===== config.mk =====
export PLATFORM = sky130hd
export DESIGN_NAME = counter_step_decoder_flat
export DESIGN_NICKNAME = d
export VERILOG_FILES = /design/src/rtl/counter_step_decoder_if.sv /design/src/rtl/counter_step_decoder.sv /design/src/flat_wrapper.sv
export SDC_FILE = /design/constraint.sdc
export NUM_CORES = 1
export LEC_CHECK = 0
export ABC_AREA = 1
export CORE_MARGIN = 3
export CORE_UTILIZATION = 47
export CTS_CLUSTER_DIAMETER = 100
export CTS_CLUSTER_SIZE = 40
export DETAILED_ROUTE_END_ITERATION = 8
export PLACE_DENSITY = 0.78
export SLEW_MARGIN = 20
export SYNTH_ARGS = -nofsm -noshare
export SYNTH_HDL_FRONTEND = slang
export SYNTH_SLANG_ARGS = --single-unit

===== constraint.sdc =====
create_clock -name clk -period 2.3 [get_ports clk]
set_input_delay 0.345 -clock clk [delete_from_list [all_inputs] [get_ports clk]]
set_output_delay 0.345 -clock clk [all_outputs]
set_load 0.05 [all_outputs]

===== src/rtl/counter_step_decoder_if.sv =====
// Bus between an up/down/load counter's Qout and its step decoder.
// master = counter/stimulus side, slave = decoder side.
interface counter_step_decoder_if #(
    parameter int unsigned WIDTH = 4,
    parameter int unsigned RUN_W = 4
);
    logic [WIDTH-1:0] q_in;
    logic             q_valid;
    logic             step_evt;
    logic             dir_up;
    logic             hold_evt;
    logic             wrap_evt;
    logic             jump_evt;
    logic [WIDTH-1:0] jump_value;
    logic [RUN_W-1:0] run_len;
    logic [7:0]       jump_cnt;

    modport master (
        output q_in, q_valid,
        input  step_evt, dir_up, hold_evt, wrap_evt, jump_evt,
        input  jump_value, run_len, jump_cnt
    );

    modport slave (
        input  q_in, q_valid,
        output step_evt, dir_up, hold_evt, wrap_evt, jump_evt,
        output jump_value, run_len, jump_cnt
    );
endinterface


===== src/rtl/counter_step_decoder.sv =====
// Decodes a counter's value stream into step/hold/wrap/jump events with a run-length count.
// Optional COUNTER_DEC_JUMP_CNT_EN builds a saturating 8-bit jump counter (tied to 0 otherwise).
module counter_step_decoder #(
    parameter int unsigned WIDTH = 4,
    parameter int unsigned RUN_W = 4
) (
    input  logic                   clk,
    input  logic                   reset_n,
    counter_step_decoder_if.slave  bus
);
    localparam int unsigned JCNT_W = 8;
    localparam logic [WIDTH-1:0] VAL_ONES = '1;
    localparam logic [WIDTH-1:0] VAL_ZERO = '0;
    localparam logic [WIDTH-1:0] VAL_ONE  = WIDTH'(1);
    localparam logic [RUN_W-1:0] RUN_MAX  = '1;

    typedef enum logic {
        S_PRIME = 1'b0,
        S_TRACK = 1'b1
    } state_e;

    state_e           r_state;
    logic [WIDTH-1:0] r_prev;
    logic [WIDTH-1:0] r_jump_value;
    logic [RUN_W-1:0] r_run_len;
    logic             r_step_evt;
    logic             r_dir_up;
    logic             r_hold_evt;
    logic             r_wrap_evt;
    logic             r_jump_evt;

    logic [WIDTH-1:0] w_delta;
    logic             w_is_up;
    logic             w_is_dn;
    logic             w_is_hold;
    logic             w_is_jump;
    logic             w_same_dir;
    logic [RUN_W-1:0] w_run_step;
    logic             w_jump_fire;

    // Modular delta classification against the previous sample
    assign w_delta     = bus.q_in - r_prev;
    assign w_is_up     = (w_delta == VAL_ONE);
    assign w_is_dn     = (w_delta == VAL_ONES);
    assign w_is_hold   = (w_delta == VAL_ZERO);
    assign w_is_jump   = !(w_is_up || w_is_dn || w_is_hold);
    assign w_jump_fire = bus.q_valid && (r_state == S_TRACK) && w_is_jump;

    // A run continues only if the new step matches the last direction and a run is in progress
    assign w_same_dir = (w_is_up == r_dir_up) && (r_run_len != '0);
    assign w_run_step = !w_same_dir            ? RUN_W'(1) :
                        (r_run_len == RUN_MAX) ? r_run_len :
                                                 r_run_len + RUN_W'(1);

    always_ff @(posedge clk) begin
        if (!reset_n) begin
            r_state      <= S_PRIME;
            r_prev       <= '0;
            r_jump_value <= '0;
            r_run_len    <= '0;
            r_step_evt   <= 1'b0;
            r_dir_up     <= 1'b0;
            r_hold_evt   <= 1'b0;
            r_wrap_evt   <= 1'b0;
            r_jump_evt   <= 1'b0;
        end else begin
            r_step_evt <= 1'b0;
            r_hold_evt <= 1'b0;
            r_wrap_evt <= 1'b0;
            r_jump_evt <= 1'b0;
            if (!bus.q_valid) begin
                r_state   <= S_PRIME;
                r_run_len <= '0;
            end else begin
                case (r_state)
                    S_PRIME: begin
                        r_prev  <= bus.q_in;
                        r_state <= S_TRACK;
                    end
                    S_TRACK: begin
                        r_prev <= bus.q_in;
                        if (w_is_up) begin
                            r_step_evt <= 1'b1;
                            r_dir_up   <= 1'b1;
                            r_wrap_evt <= (r_prev == VAL_ONES);
                            r_run_len  <= w_run_step;
                        end else if (w_is_dn) begin
                            r_step_evt <= 1'b1;
                            r_dir_up   <= 1'b0;
                            r_wrap_evt <= (r_prev == VAL_ZERO);
                            r_run_len  <= w_run_step;
                        end else if (w_is_hold) begin
                            r_hold_evt <= 1'b1;
                        end else begin
                            r_jump_evt   <= 1'b1;
                            r_jump_value <= bus.q_in;
                            r_run_len    <= '0;
                        end
                    end
                    default: r_state <= S_PRIME;
                endcase
            end
        end
    end

    assign bus.step_evt   = r_step_evt;
    assign bus.dir_up     = r_dir_up;
    assign bus.hold_evt   = r_hold_evt;
    assign bus.wrap_evt   = r_wrap_evt;
    assign bus.jump_evt   = r_jump_evt;
    assign bus.jump_value = r_jump_value;
    assign bus.run_len    = r_run_len;

`ifdef COUNTER_DEC_JUMP_CNT_EN
    logic [JCNT_W-1:0] r_jump_cnt;

    // Saturating jump counter; only reset clears it
    always_ff @(posedge clk) begin
        if (!reset_n) begin
            r_jump_cnt <= '0;
        end else if (w_jump_fire && (r_jump_cnt != '1)) begin
            r_jump_cnt <= r_jump_cnt + JCNT_W'(1);
        end
    end

    assign bus.jump_cnt = r_jump_cnt;
`else
    logic w_unused;
    assign w_unused     = w_jump_fire;
    assign bus.jump_cnt = JCNT_W'(0);
`endif
endmodule


===== src/flat_wrapper.sv =====
// flat-port wrapper written by rule: the top's interface ports become plain ports
module counter_step_decoder_flat 
#(
    parameter int unsigned WIDTH = 4,
    parameter int unsigned RUN_W = 4
)
  (clk, reset_n, bus_q_in, bus_q_valid, bus_step_evt, bus_dir_up, bus_hold_evt, bus_wrap_evt, bus_jump_evt, bus_jump_value, bus_run_len, bus_jump_cnt);
  counter_step_decoder_if #(.WIDTH(WIDTH), .RUN_W(RUN_W)) bus_i ();
  input  logic clk;
  input  logic reset_n;
  input wire logic [$bits(bus_i.q_in)-1:0] bus_q_in;
  input wire logic [$bits(bus_i.q_valid)-1:0] bus_q_valid;
  output wire logic [$bits(bus_i.step_evt)-1:0] bus_step_evt;
  output wire logic [$bits(bus_i.dir_up)-1:0] bus_dir_up;
  output wire logic [$bits(bus_i.hold_evt)-1:0] bus_hold_evt;
  output wire logic [$bits(bus_i.wrap_evt)-1:0] bus_wrap_evt;
  output wire logic [$bits(bus_i.jump_evt)-1:0] bus_jump_evt;
  output wire logic [$bits(bus_i.jump_value)-1:0] bus_jump_value;
  output wire logic [$bits(bus_i.run_len)-1:0] bus_run_len;
  output wire logic [$bits(bus_i.jump_cnt)-1:0] bus_jump_cnt;
  assign bus_i.q_in = bus_q_in;
  assign bus_i.q_valid = bus_q_valid;
  assign bus_step_evt = bus_i.step_evt;
  assign bus_dir_up = bus_i.dir_up;
  assign bus_hold_evt = bus_i.hold_evt;
  assign bus_wrap_evt = bus_i.wrap_evt;
  assign bus_jump_evt = bus_i.jump_evt;
  assign bus_jump_value = bus_i.jump_value;
  assign bus_run_len = bus_i.run_len;
  assign bus_jump_cnt = bus_i.jump_cnt;
  counter_step_decoder #(.WIDTH(WIDTH), .RUN_W(RUN_W)) u_core (.clk(clk), .reset_n(reset_n), .bus(bus_i));
endmodule

==> reports/qor.txt, run 1 <==
First-pass GRT wire length - 3298 um
Post-Syn Area per Cell - 7.380 um2
Cell variety after synth - 23
Worst-skew pair later-pin latency - 0.29 ns
Max Fanout on Critical Path - 6
Die footprint - 2762 um2
Worst Path Arrival - 2.22 ns
Synthesized cell area - 1018 um2
RSZ-0062 raised after global routing - false
Final period util - 88.42%
First-pass DRT Iterations - 4
Number of warnings issued by yosys - 0
Post-synth top area share - 35.38%
Area grow syn2layout - 29.98%
Fin. max-slew vios - 0
Worst min path class - in -> reg
Drt wl/cell - 10.94 um
Diodes inserted - 0
Final Setup Violations - 0
Cell area power density - 552.6 nW/um2
Postcts setup bufs - 0
Final #Nets - 181
CTS root buf - clkbuf_4
CP Data Required Time - 2.49 ns
I/O Buffers - 19
Core area - 2002 um2
Vias in the first global route - 805
Clk buf depth - 2
RePlAce Congestion - 0.7858
GRT Residual Overflow - 0
Slowest stage delay, CP - 0.46 ns
Seq/Total Area, Yosys - 35.38%
DRT antenna net count - 0
Outcome - completed
Drt initial violations - 23
Total track usage - 16.07%
Most frequent cells in the layout - inv_1, nand2_1, clkdlybuf4s50_1, dfxtp_1
H-tree depth - 1
Crit path max-delay family - buffers and inverters
Critical path class - in -> reg
Post-synthesis instance total - 138
Crit path cell chain - clkdlybuf4s50_1 -> buf_4 -> ha_1 -> a21oi_1 -> nand2_1 -> nand2_2 -> nand2_2 -> nand3_4 -> nand2_1 -> inv_2 -> nand3b_4 -> o21ai_0 -> nor2_1
Leak - 0.5728 nW
Clock sink total - 18
Finished Layout Cells - 194
Final HPWL DP - 1626 um
Top area cells in the synthesized netlist - dfxtp_1, inv_1, nand2_1
CTS tree - yes
Die X-Extent - 52.55 um
Total wire length - 2123 um
Skew final - 0.007777 ns
Worst Path Buf+Inv - 3
Crit end category - flip-flop
Synth Register Bits - 18
Ports - 28
Clock Pin Slew Worst Setup and Hold Paths - 0.10 ns
Antenna violations before repair - 0
Slowest-stage cell, CP - clkdlybuf4s50_1
Initial Utilization - 50.88%
Total CTS buffers - 3
Largest net degree at the start of global routing - 11
Fmax - 491.7 MHz
Placed cell count - 190
Yosys top cell by area - dfxtp_1
FILL cells - 178
Endpoints failing hold - 0
Vias/cell - 4.876
DIE HEIGHT - 52.55 um
Fin crit period - 2.034 ns
Peak supply drop - 0.0003194 V
Vias - 946
Drt drc - 0
Overall power - 0.0007315 W
Post-Route Utilization - 66.13%
Num rows - 16
CP Launch Type - input pin
Max Cap Viol - 0
Layout cells sized above 1 - 15.57%
Hold Slack - 0.3924 ns
[metrics by stage]
| stage | setup TNS (ns) | area (um2) | setup WS, ns |
|---|---|---|---|
| after floorplan | 0 | 1045 | 0.3173 |
| after global placement | -1.876 | 1265 | -0.1877 |
| after detailed placement | -2.340 | 1265 | -0.2367 |
| after CTS | 0 | 1301 | 0.05970 |
| after global routing | 0 | 1324 | 0.1184 |
| final | 0 | 1324 | 0.2664 |
[cell usage after synthesis]
cell	count
nand2_2	2
nor2_4	2
xor2_1	1
o22ai_1	1
ha_1	5
nand2_1	19
nand3_1	8
xnor2_1	1
nand3_2	2
buf_4	8
nor3_1	1
o21ai_0	14
a21oi_1	10
nor2_1	16
nand4_1	3
conb_1	1
inv_1	20
nand3b_4	1
fa_1	1
nand2_4	1
inv_2	2
clkbuf_1	1
dfxtp_1	18
[flip-flops by register name, indices dropped and copies added, names as in the netlist]
register	flops
u_core.bus.dir_up	1
u_core.bus.hold_evt	1
u_core.bus.jump_evt	1
u_core.bus.jump_value	4
u_core.bus.run_len	4
u_core.bus.step_evt	1
u_core.bus.wrap_evt	1
u_core.r_prev	4
u_core.r_state	1
[worst paths after layout]
check        cells after the start  slack, ns                  endpoint                startpoint
max reg2reg                     12       0.27  u_core.bus.jump_value[2]          u_core.r_prev[0]
max                             13       0.27  u_core.bus.jump_value[2]               bus_q_in[1]
min                              3       0.39  u_core.bus.jump_value[0]               bus_q_in[0]
min reg2reg                      2       0.49  u_core.bus.jump_value[3]  u_core.bus.jump_value[3]
[where the power goes]
part           switching (W)  leakage (nW)  internal (W)
Clock              0.0000979        0.0210     0.0000964
Combinational       0.000135         0.405     0.0000702
Sequential        0.00000781         0.147      0.000324
Total               0.000241         0.573      0.000490
[metal layers]
metal	vias to the layer above	part of all wire, %	track usage [%]
met5	-	0	0
met3	4	4.8	3.419
met4	0	1.1	5.106
met1	429	44	18.99
met2	30	50	28.51
li1	483	-	-
[logic make-up (layout without fill, tap and decap cells)]
logic type	after synthesis	after routing	synth area share, %
buffers and inverters	31	53	14.37
DFF	18	18	35.38
AOI/OAI and AO/OA	25	25	12.41
xor gates and xnor gates	2	2	1.720
adders and majority gates	6	6	8.108
and+or+nand+nor	55	55	27.64
other	1	8	0.3682
[final cells by class]
type,count,area (um2),share of cell area [%]
multi-input combinational,96,558.0,42.15
timing repair buffer,27,252.7,19.09
sequential,18,360.3,27.22
clock buffer,4,36.28,2.741
tap,27,33.78,2.552
inverter,22,82.58,6.238
[tightest hold or removal path: cells and delay by family]
family	cells	cell delay, ns
compound gates	1	0.10
buf+inv	1	0.13
simple gates	1	0.07
[repair_timing]
item | 4_1_cts | 5_1_grt
resized for setup | 0 | 7
endpoints found under the setup margin | 0 | 11
hold buffers | 0 | 0
Power figures use the tool's default switching activity.
==> run 2: changes to the inputs <==
CTS_CLUSTER_SIZE = default   (was 40)
REMOVE_ABC_BUFFERS = 1   (was default)
==> reports/qor.txt, run 2 (synthesis gave the netlist of run 1 again) <==
Outcome - completed (unchanged)
Final #Nets - 178 (was 181)
Max Fanout on Critical Path - 5 (was 6)
Endpoints failing hold - 0 (unchanged)
Total wire length - 1954 um (was 2123 um)
FILL cells - 177 (was 178)
Leak - 0.5484 nW (was 0.5728 nW)
Clock sink total - 18 (unchanged)
Drt drc - 0 (unchanged)
Cell area power density - 530.3 nW/um2 (was 552.6 nW/um2)
DIE HEIGHT - 52.55 um (unchanged)
Most frequent cells in the layout - inv_1, nand2_1, clkdlybuf4s50_1, dfxtp_1, nor2_1 (was inv_1, nand2_1, clkdlybuf4s50_1, dfxtp_1)
Area of the multi-input gates - 544.3 um2 (was 558.0 um2)
RePlAce Congestion - 0.8389 (was 0.7858)
Peak supply drop - 0.0003662 V (was 0.0003194 V)
Crit end category - flip-flop (unchanged)
DRT antenna net count - 0 (unchanged)
Worst Reg2Reg Path Length in Cells - 11 (was 12)
Clk buf depth - 2 (unchanged)
Final period util - 89.69% (was 88.42%)
Initial Utilization - 50.88% (unchanged)
Die X-Extent - 52.55 um (unchanged)
I/O Buffers - 19 (unchanged)
Final HPWL DP - 1604 um (was 1626 um)
Relative slew slack - 66.42%
Reg-to-reg setup timing slack - 0.24 ns (was 0.27 ns)
Worst Path Arrival - 2.28 ns (was 2.22 ns)
Largest net degree at the start of global routing - 11 (unchanged)
Hold Slack - 0.3568 ns (was 0.3924 ns)
Crit path max-delay family - adder cells (was buffers and inverters)
Vias/cell - 4.821 (was 4.876)
Drt initial violations - 29 (was 23)
First-pass DRT Iterations - 4 (unchanged)
Fmax - 484.8 MHz (was 491.7 MHz)
Worst Tran Pin Value - 0.5022 ns
Drt wl/cell - 10.28 um (was 10.94 um)
RSZ-0062 raised after global routing - false (unchanged)
Ports - 28 (unchanged)
CTS root buf - clkbuf_4 (unchanged)
First-pass GRT wire length - 3387 um (was 3298 um)
Sw Share - 33.74% (was 32.97%)
Critical path class - reg -> reg (was in -> reg)
GRT Residual Overflow - 0 (unchanged)
Vias in the first global route - 782 (was 805)
CTS tree - yes (unchanged)
Slowest-stage cell, CP - fa_1 (was clkdlybuf4s50_1)
Num rows - 16 (unchanged)
Total track usage - 16.80% (was 16.07%)
Max Cap Viol - 0 (unchanged)
Power Internal - 0.0004476 W (was 0.0004903 W)
FF-to-FF End - u_core.bus.run_len[1] (was u_core.bus.jump_value[2])
Clock Pin Slew Worst Setup and Hold Paths - 0.10 ns (about the same)
Skew final - 0.008763 ns (was 0.007777 ns)
Placed cell count - 187 (was 190)
Comb pwr share - 28.4% (was 28.1%)
Fin crit period - 2.063 ns (was 2.034 ns)
Worst-skew pair later-pin latency - 0.29 ns (about the same)
Die footprint - 2762 um2 (unchanged)
Hold Crit Endpoint - u_core.bus.jump_value[0] (unchanged)
Layout cells sized above 1 - 12.88% (was 15.57%)
Reg power frac - 49.0% (was 45.3%)
Diodes inserted - 0 (unchanged)
Hold_sp - bus_q_in[0] (unchanged)
H-tree depth - 1 (unchanged)
Fin. max-slew vios - 0 (unchanged)
Worst min path class - in -> reg (unchanged)
Vias - 916 (was 946)
Area grow syn2layout - 25.06% (was 29.98%)
Total CTS buffers - 3 (unchanged)
Antenna violations before repair - 0 (unchanged)
Total negative slack - 0 ns (unchanged)
Worst r2r src - u_core.r_prev[0] (unchanged)
CP Launch Type - flip-flop (was input pin)
Slowest stage delay, CP - 0.43 ns (was 0.46 ns)
Cell mode on critical path - nand2_1
Overall power - 0.0006755 W (was 0.0007315 W)
Core area - 2002 um2 (unchanged)
Crit path cell chain - ha_1 -> inv_1 -> fa_1 -> xnor2_1 -> buf_4 -> nand3_2 -> nand2_1 -> nand2_1 -> nor2_4 -> nand3_1 -> a21oi_1 (was clkdlybuf4s50_1 -> buf_4 -> ha_1 -> a21oi_1 -> nand2_1 -> nand2_2 -> nand2_2 -> nand3_4 -> nand2_1 -> inv_2 -> nand3b_4 -> o21ai_0 -> nor2_1)
Switch Pwr - 0.0002279 W (was 0.0002412 W)
Hold Path Stages - 3 (unchanged)
CP Data Required Time - 2.52 ns (was 2.49 ns)
Clock Power Share - 22.7% (was 26.6%)
Worst Path Buf+Inv - 2 (was 3)
Storage element area - 360.3 um2 (unchanged)
Final Setup Violations - 0 (unchanged)
Finished Layout Cells - 190 (was 194)
-- run 2: worst min-delay path: stages --
cell	delay, ns
dlymetal6s2s_1	0.12
o21ai_1	0.08
nor2_1	0.07
-- run 2: per-stage QoR --
| step | cell area [um2] | worst slack, ns | util (%) |
|---|---|---|---|
| 2_1_floorplan | 980.9 | 0.3173 | - |
| 3_3_place_gp | 1242 | -0.1652 | 62.06 |
| 3_5_place_dp | 1242 | -0.2460 | 62.06 |
| 4_1_cts | 1265 | 0.03807 | 63.19 |
| 5_1_grt | 1274 | 0.02565 | 63.63 |
| 6_report | 1274 | 0.2372 | 63.63 |
-- run 2: worst max path at each step --
stage / start / endpoint / slack [ns] / cells past startpoint
6_report: u_core.r_prev[0] / u_core.bus.run_len[1] / 0.24 / 11
5_1_grt: u_core.r_prev[0] / u_core.bus.jump_value[1] / 0.03 / 13
4_1_cts: bus_q_in[0] / u_core.bus.run_len[1] / 0.04 / 12
3_5_place_dp: bus_q_in[0] / u_core.bus.jump_value[3] / -0.25 / 13
3_3_place_gp: bus_q_in[0] / u_core.bus.jump_value[2] / -0.17 / 13
2_1_floorplan: bus_q_in[0] / u_core.bus.jump_value[0] / 0.32 / 12
-- run 2: power by group through the flow --
stage | Combinational [W] | Clock (W) | Sequential (W)
floorplan | 0.000113 | 0 | 0.000359
global placement | 0.000184 | 0 | 0.000338
detailed placement | 0.000189 | 0 | 0.000338
CTS | 0.000189 | 0.000159 | 0.000331
global route | 0.000212 | 0.000169 | 0.000332
finish | 0.000192 | 0.000153 | 0.000331
-- run 2: what timing repair did --
action	4_1_cts	5_1_grt
buffers inserted	0	0
endpoints found under the hold margin	0	0
setup endpoints to repair	0	9
gates resized for setup	0	8
hold buffers	0	0
-- run 2: metal layers --
metal,vias up,track usage [%],wire length (um),share of wire (%)
li1,482,-,-,-
met1,403,22.34,906,46
met2,27,25.21,915,47
met3,4,3.419,106,5.4
met4,0,8.936,27,1.4
met5,-,0,0,0
-- run 2: final cells by class --
cell class                      count  area share, %
Multi-Input combinational cell     96          42.73
Sequential cell                    18          28.29
Timing Repair Buffer               24          18.07
Inverter                           22          6.483
Tap cell                           27          2.652
Clock buffer                        3          1.768
==> run 3: changes to the inputs <==
clock period = 2.1 ns   (was 2.3 ns; I/O delays follow)
==> reports/qor.txt, run 3 (synthesis gave the netlist of run 1 again) <==
Outcome - completed (unchanged)
Die footprint - 2762 um2 (unchanged)
Area grow syn2layout - 35.14% (was 25.06%)
Commonest non-fill, non-tap cell in the layout - inv_1
First-pass GRT wire length - 3760 um (was 3387 um)
FF-to-FF End - u_core.bus.jump_evt (was u_core.bus.run_len[1])
Relative slew slack - 66.37% (was 66.42%)
Final #Nets - 185 (was 178)
Critical path class - reg -> reg (unchanged)
Post-route cell area - 1376 um2 (was 1274 um2)
M1 WL - 1001 um (was 906 um)
CTS root buf - clkbuf_4 (unchanged)
Core area - 2002 um2 (unchanged)
Worst Tran Pin Value - 0.5029 ns (was 0.5022 ns)
Skew final - 0.006178 ns (was 0.008763 ns)
Worst r2r src - u_core.r_prev[0] (unchanged)
RePlAce Congestion - 0.8661 (was 0.8389)
Placed cell count - 189 (was 187)
DIE HEIGHT - 52.55 um (unchanged)
Clk buf depth - 2 (unchanged)
Ports - 28 (unchanged)
Total wire length - 2291 um (was 1954 um)
Placed cell areas - 1257 um2 (was 1242 um2)
Num rows - 16 (unchanged)
Peak supply drop - 0.0004752 V (was 0.0003662 V)
Vias in the first global route - 884 (was 782)
WL met2 - 1098 um (was 915 um)
CTS tree - yes (unchanged)
Crit end category - flip-flop (unchanged)
Clock Pin Slew Worst Setup and Hold Paths - 0.11 ns (was 0.10 ns)
Met3 wire len - 120 um (was 106 um)
Drt drc - 0 (unchanged)
Final Setup Violations - 0 (unchanged)
Worst min path class - in -> reg (unchanged)
Fmax - 502.3 MHz (was 484.8 MHz)
Final HPWL DP - 1611 um (was 1604 um)
Hold Path Stages - 3 (unchanged)
Max Cap Viol - 0 (unchanged)
Total CTS buffers - 3 (unchanged)
Largest net degree at the start of global routing - 11 (unchanged)
FILL cells - 161 (was 177)
Finished Layout Cells - 198 (was 190)
Hold_sp - bus_q_in[0] (unchanged)
CP Launch Type - flip-flop (unchanged)
Drt initial violations - 37 (was 29)
CP Data Required Time - 2.35 ns (was 2.52 ns)
Die X-Extent - 52.55 um (unchanged)
H-tree depth - 1 (unchanged)
DR top layer - met4 (unchanged)
Slowest-stage cell, CP - dfxtp_2 (was fa_1)
Fin. max-slew vios - 0 (unchanged)
Endpoints failing hold - 0 (unchanged)
Leak - 0.5954 nW (was 0.5484 nW)
Worst Reg2Reg Path Length in Cells - 12 (was 11)
Worst Path Arrival - 2.24 ns (was 2.28 ns)
Worst-skew pair later-pin latency - 0.30 ns (was 0.29 ns)
GRT Residual Overflow - 0 (unchanged)
Hold Crit Endpoint - u_core.bus.jump_value[0] (unchanged)
Clock sink total - 18 (unchanged)
Most frequent cells in the layout - inv_1, nand2_1, clkdlybuf4s50_1, dfxtp_1, nor2_1 (unchanged)
Reg-to-reg setup timing slack - 0.11 ns (was 0.24 ns)
Max Fanout on Critical Path - 6 (was 5)
Crit path cell chain - ha_2 -> inv_2 -> fa_2 -> xnor2_2 -> buf_4 -> nor2_2 -> nand3_1 -> nand2_1 -> inv_2 -> nand3b_4 -> buf_4 -> nor2_1 (was ha_1 -> inv_1 -> fa_1 -> xnor2_1 -> buf_4 -> nand3_2 -> nand2_1 -> nand2_1 -> nor2_4 -> nand3_1 -> a21oi_1)
I/O Buffers - 19 (unchanged)
Vias/cell - 4.828 (was 4.821)
Slowest stage delay, CP - 0.36 ns (was 0.43 ns)
Final period util - 94.80% (was 89.69%)
Layout cells sized above 1 - 22.22% (was 12.88%)
Cell area power density - 602.1 nW/um2 (was 530.3 nW/um2)
Initial Utilization - 50.88% (unchanged)
Total track usage - 18.92% (was 16.80%)
Antenna violations before repair - 0 (unchanged)
Diodes inserted - 0 (unchanged)
DRT antenna net count - 0 (unchanged)
Drt wl/cell - 11.57 um (was 10.28 um)
Vias - 956 (was 916)
Fin crit period - 1.991 ns (was 2.063 ns)
First-pass DRT Iterations - 5 (was 4)
-- run 3: cell count changes in the layout (fill, tap and decap cells not counted), moves of 2 or more --
cell,delta
buf_4,+7
nor2_2,+2
ha_1,-2
ha_2,+2
nor2_1,-2
-- run 3: cell type report --
| cell class | instances | area [um2] | area share, % |
|---|---|---|---|
| clock buffer | 4 | 36.28 | 2.636 |
| inverter | 22 | 85.08 | 6.182 |
| multi-input combinational | 96 | 578.1 | 42.00 |
| sequential | 18 | 361.6 | 26.27 |
| tap | 27 | 33.78 | 2.455 |
| timing repair buffer | 31 | 281.5 | 20.45 |
-- run 3: power breakdown --
group	switching [W]	internal [W]	total, W
registers	0.00000845	0.000355	0.000363
logic	0.000158	0.0000902	0.000249
clock network	0.000111	0.000106	0.000217
total	0.000278	0.000551	0.000829
-- run 3: worst max-delay path by stage --
stage	from	cells after the start	endpoint	slack, ns
floorplan	bus_q_in[0]	12	u_core.bus.jump_value[0]	0.15
global placement	bus_q_in[0]	13	u_core.bus.jump_value[2]	-0.34
detailed placement	bus_q_in[0]	14	u_core.bus.jump_value[1]	-0.40
CTS	u_core.r_prev[0]	13	u_core.bus.jump_value[3]	0.05
global route	bus_q_in[2]	13	u_core.bus.jump_value[0]	-0.02
finish	u_core.r_prev[0]	12	u_core.bus.jump_evt	0.11
-- run 3: per-layer routing --
| metal | track usage, % | up-vias |
|---|---|---|
| met3 | 3.419 | 9 |
| li1 | - | 493 |
| met5 | 0 | - |
| met4 | 12.77 | 0 |
| met1 | 23.00 | 424 |
| met2 | 29.96 | 30 |
-- run 3: critical path: cells and delay by family, from the launching register on --
kind	cells	cell delay [ns]
simple gates	5	0.39
xor+xnor	1	0.15
buf+inv	4	0.49
flops	1	0.36
fa+ha+maj	2	0.54
-- run 3: timing repair --
action / in CTS / in global routing
hold buffers: 0 / 0
setup buffers: 5 / 0
endpoints found under the setup margin: 8 / 10
pin swaps: 6 / 1
resized for setup: 11 / 9
-- run 3: stage by stage --
stage | TNS [ns] | power (W) | utilization (%) | hold slack [ns] | worst slack, ns
after global placement | -3.583 | 0.0005779 | 62.81 | 0.4650 | -0.3361
after global routing | -0.02287 | 0.0008717 | 68.75 | 0.4854 | -0.01573
after floorplan | 0 | 0.0005169 | - | 0.4044 | 0.1473
after CTS | 0 | 0.0008146 | 67.31 | 0.4164 | 0.05146
after detailed placement | -3.836 | 0.0005832 | 62.81 | 0.4723 | -0.3996
final | 0 | 0.0008287 | 68.75 | 0.4227 | 0.1091
